<file path="config.mk">
export PLATFORM = sky130hd
export DESIGN_NAME = fphub_add_arbiter
export DESIGN_NICKNAME = d
export VERILOG_FILES = /design/src/rtl/fphub_add_arbiter.sv
export SDC_FILE = /design/constraint.sdc
export NUM_CORES = 1
export LEC_CHECK = 0
export ABC_CLOCK_PERIOD_IN_PS = 2140
export BUFFER_PORTS_ARGS = -buffer_cell sky130_fd_sc_hd__buf_2
export CAP_MARGIN = 20
export CORE_UTILIZATION = 44
export DETAILED_ROUTE_END_ITERATION = 16
export PLACE_DENSITY = 0.85
export SKIP_CTS_REPAIR_TIMING = 1
export SYNTH_ARGS = -nofsm -noshare
export SYNTH_HDL_FRONTEND = slang
export SYNTH_SLANG_ARGS = --single-unit
</file>
<file path="constraint.sdc">
create_clock -name clk -period 2.14 [get_ports clk]
set_clock_uncertainty 0.1 [all_clocks]
set_input_delay 0.428 -clock clk [delete_from_list [all_inputs] [get_ports clk]]
set_output_delay 0.428 -clock clk [all_outputs]
set_load 0.01 [all_outputs]
</file>
<file path="src/rtl/fphub_add_arbiter.sv">
// Round-robin front end that time-shares one combinational FPHUB adder among N requesters.
// Optional macro FPHUB_ARB_SUB_EN enables req_sub (flip Y sign bit at acceptance).
module fphub_add_arbiter #(
  parameter int M       = 24,
  parameter int E       = 8,
  parameter int N       = 2,
  parameter int ADD_LAT = 2,
  localparam int W      = E + M + 1,
  localparam int IW     = $clog2(N)
) (
  input  logic            clk,
  input  logic            rst_n,
  input  logic [N-1:0]    req_valid,
  output logic [N-1:0]    req_ready,
  input  logic [N*W-1:0]  req_x,
  input  logic [N*W-1:0]  req_y,
  input  logic [N-1:0]    req_sub,
  output logic [W-1:0]    add_x,
  output logic [W-1:0]    add_y,
  input  logic [W-1:0]    add_z,
  output logic            resp_valid,
  input  logic            resp_ready,
  output logic [W-1:0]    resp_z,
  output logic [IW-1:0]   resp_id,
  output logic            busy
);

`ifdef FPHUB_ARB_SUB_EN
  localparam logic SUB_EN = 1'b1;
`else
  localparam logic SUB_EN = 1'b0;
`endif

  typedef enum logic [1:0] {IDLE, EXEC, RESP} state_t;

  state_t        state_q, state_d;
  logic [IW-1:0] last_q, last_d, id_q, id_d;
  logic [3:0]    cnt_q, cnt_d;
  logic [W-1:0]  opx_q, opx_d, opy_q, opy_d, z_q, z_d;
  logic          vld_q, vld_d, busy_q, busy_d;

  logic [IW-1:0] g, cand;
  logic          found, sub_bit;
  logic [W-1:0]  sel_x, sel_y, y_eff;

  // Search from last_grant+1, wrapping mod N so indices >= N never appear.
  always_comb begin
    g     = '0;
    found = 1'b0;
    cand  = '0;
    for (int k = 1; k <= N; k++) begin
      cand = IW'((int'(last_q) + k) % N);
      if (!found && req_valid[cand]) begin
        found = 1'b1;
        g     = cand;
      end
    end
  end

  always_comb begin
    req_ready = '0;
    if (rst_n && state_q == IDLE && found) req_ready[g] = 1'b1;
  end

  assign sel_x   = req_x[int'(g)*W +: W];
  assign sel_y   = req_y[int'(g)*W +: W];
  assign sub_bit = SUB_EN & req_sub[g];
  assign y_eff   = sel_y ^ {sub_bit, {(W-1){1'b0}}};

  always_comb begin
    state_d = state_q;
    last_d  = last_q;
    id_d    = id_q;
    cnt_d   = cnt_q;
    opx_d   = opx_q;
    opy_d   = opy_q;
    z_d     = z_q;
    case (state_q)
      IDLE: if (found) begin
        opx_d   = sel_x;
        opy_d   = y_eff;
        last_d  = g;
        id_d    = g;
        cnt_d   = 4'(ADD_LAT - 1);
        state_d = EXEC;
      end
      EXEC: if (cnt_q == 4'd0) begin
        z_d     = add_z;
        state_d = RESP;
      end else begin
        cnt_d   = cnt_q - 4'd1;
      end
      RESP: if (resp_ready) state_d = IDLE;
      default: state_d = IDLE;
    endcase
    vld_d  = (state_d == RESP);
    busy_d = (state_d != IDLE);
  end

  always_ff @(posedge clk or negedge rst_n) begin
    if (!rst_n) begin
      state_q <= IDLE;
      last_q  <= IW'(N - 1);
      id_q    <= '0;
      cnt_q   <= '0;
      opx_q   <= '0;
      opy_q   <= '0;
      z_q     <= '0;
      vld_q   <= 1'b0;
      busy_q  <= 1'b0;
    end else begin
      state_q <= state_d;
      last_q  <= last_d;
      id_q    <= id_d;
      cnt_q   <= cnt_d;
      opx_q   <= opx_d;
      opy_q   <= opy_d;
      z_q     <= z_d;
      vld_q   <= vld_d;
      busy_q  <= busy_d;
    end
  end

  assign add_x      = opx_q;
  assign add_y      = opy_q;
  assign resp_z     = z_q;
  assign resp_id    = id_q;
  assign resp_valid = vld_q;
  assign busy       = busy_q;

endmodule

</file>
==> metrics.txt <==
register area 2730 µm²; CTS max path bufs 2; internal cell power 5.52 mW; EDFF count, synth 0; HPWL after detailed placement 9.52 mm; asr flop ratio synth 1.00; Vias 4286; cell taking the most area after synthesis dfrtp_1; GR Layer Usage met2 0.394; fraction of layout cells with a size suffix above 1 0.501; Power Total 9.04 mW; All-Layer GR Usage 0.221; Mapped Area 4850 µm²; Period minus WS final 2020 ps; Site Rows 37; Logic pwr share 0.459; n_diodes 0; worst IR drop on VDD 0.000691 V; Inserted Clock Buffers 9; Initial Utilization 0.461; initial antenna violation count 0; max-slew violation count 0; RR Startpoint cnt_q[0]; I/O Pins 276; Avg Vias per Cell 5.28; grt peak-use layer met2; hold path startpoint add_z[14]; Worst-path clk slew 110 ps; hold path depth 2; CP Class flop to output port; P&R area growth vs syn 35.4%; cell with the largest stage delay on the worst path dfrtp_1; worst min-delay path class input pin to flop; post-synth top area share 0.557; gpl congestion 0.801; pwr dens 1380 nW/µm²; worst slew pin tran 664 ps; number of clock sinks 109; number of global-route vias before repair 4106; period utilization 0.945; Avg Inst Size Synth 11.9 µm²; Hold EP resp_z[14]; final hold vios 0; register bit total from synthesis 109; Rel. slew slack 0.556; Port Buffers 273; final setup fails 0; Post-Synthesis Cells 409; Net Sw Power 3.52 mW; sequential share of power 0.398; TritonRoute pass-1 iters 4; first-pass GRT wire length 19.6 mm; H-tree level count 3; P_leak 3.48 nW; Max-Cap Viols 0; Worst Reg-to-Reg Cells 5; synthesis warning total 0; WL/cell 15.6 µm; Die ar. 11400 µm²; Nets 844; Post-route DRC 0; Sw Ratio 0.389; Worst EP arrival 1490 ps; status complete, no violations; Worst R2R End resp_z[18]; Iter 0 DRT Violations 125; Mapped Nets 582; Hold WS 185 ps; sequential share of the synthesized area 0.563; CTS tree built; CP peak stage delay 420 ps; global routing met3 resource utilization 0.0395; largest net degree at the start of global routing 96; R2R setup slack 210 ps; Worst-Skew Late Latency 350 ps; CP Capture Type output port; Distinct cells, synth 33; crit path cell chain or2_4, nor2_4, and3_1, buf_2; f_max 494 MHz; Top FF cell, synth dfrtp_1; CTS Root Cell clkbuf_8; RSZ-0062 raised after global routing false; CP Max Fanout 5; crit path launch type flop; Routed WL 12.7 mm; die height 107 µm; Clk pwr share 0.143; core area 10500 µm²; Die Span X 107 µm; Req. time, crit path 1610 ps; GRT overflow 0; Area contributors post-synth dfrtp_1 (56%), mux2i_1 (14%), o21ai_0 (12%), mux2_2 (7.2%), o21ai_1 (2.0%); antenna-violating nets left 0; fillcell total 825; met1 GRT Util 0.256; area taken by multi-input logic gates 1950 µm²; Core Util, Final 0.625
-- how the worst max path moves through the flow --
stage,start,end,slack [ps],cells past startpoint
global placement,req_valid[1],add_y[2],290,4
detailed placement,cnt_q[0],resp_z[14],220,5
global route,state_q[0],req_ready[0],40,4
CTS,state_q[0],req_ready[0],-50,4
floorplan,req_valid[1],req_ready[1],320,5
finish,state_q[0],req_ready[0],120,4
-- cells in the mapped netlist, types with 3 or more instances --
cell type and count:
buf_4 5, mux2_1 3, clkbuf_1 18, buf_6 5, dfrtp_1 108, mux2_2 31, inv_1 4, nor2_1 3
o21ai_0 116, mux2i_1 67, o21ai_1 19, buf_2 5
-- cells in the final DEF (no fill, tap or decap), drive strengths merged --
cell           n
buf          282
o21ai        135
dfrtp        108
mux2i         67
mux2          34
clkbuf         9
inv            7
nand2          3
nor2           3
nand2b         2
nor3           2
a21oi          2
dlygate4sd3    2
clkinv         2
and2b          1
nor3b          1
or3b           1
or2            1
o22ai          1
a21bo          1
and3           1
nand3          1
nand4b         1
a31o           1
a31oi          1
o2bb2ai        1
o21bai         1
nor4           1
ha             1
bufinv         1
clkinvlp       1
dfstp          1
-- state kept, by name, indices dropped and copies added (netlist names) --
signal,flops
add_x,33
add_y,33
busy,1
cnt_q,4
last_q,1
resp_id,1
resp_valid,1
resp_z,33
state_q,2
-- metrics by stage --
step | cells | cell area (µm²) | setup slack, ps | setup TNS [ps]
2_1_floorplan | 409 | 4850 | 318 | 0
3_3_place_gp | 794 | 6330 | 288 | 0
3_5_place_dp | 794 | 6330 | 221 | 0
4_1_cts | 810 | 6540 | -52.5 | -52.5
5_1_grt | 812 | 6570 | 41.8 | 0
6_report | 812 | 6570 | 118 | 0
-- per-layer routing --
metal	vias up	share of wire
met3	36	0.063
met1	2024	0.40
met2	229	0.51
met5	-	0
met4	0	0.031
li1	1997	-
-- worst max-delay path: cells and delay by family (launching register included) --
| family | cells | cell delay [ps] |
|---|---|---|
| flops | 1 | 420 |
| simple gates | 3 | 590 |
| buf+inv | 1 | 130 |
-- power by group through the flow --
stage               clock [mW]  combinational, mW  sequential (mW)
floorplan                    0               2.01             4.07
global placement             0               4.01             3.56
detailed placement           0               4.18             3.63
CTS                       1.33               4.18             3.60
global route              1.40               4.56             3.72
finish                    1.29               4.15             3.60
-- area by class of cell --
| type | count | area share |
|---|---|---|
| clock inverter | 7 | 0.0122 |
| clock buffer | 9 | 0.0189 |
| sequential | 109 | 0.416 |
| multi-input combinational | 263 | 0.298 |
| tap | 136 | 0.0259 |
| timing repair buffer | 284 | 0.228 |
| inverter | 4 | 0.00229 |
-- cells by family (layout without fill, tap and decap cells) --
kind of cell	count (synthesis)	after routing	synth area share
multiplexers	101	101	0.217
adder cells (fa/ha/maj)	1	1	0.00258
buffers and inverters	37	304	0.0415
flip-flops	109	109	0.563
AND/OR/NAND/NOR	18	18	0.0248
AO/OA/AOI/OAI	143	143	0.151
(Power assumes the default switching activity.)
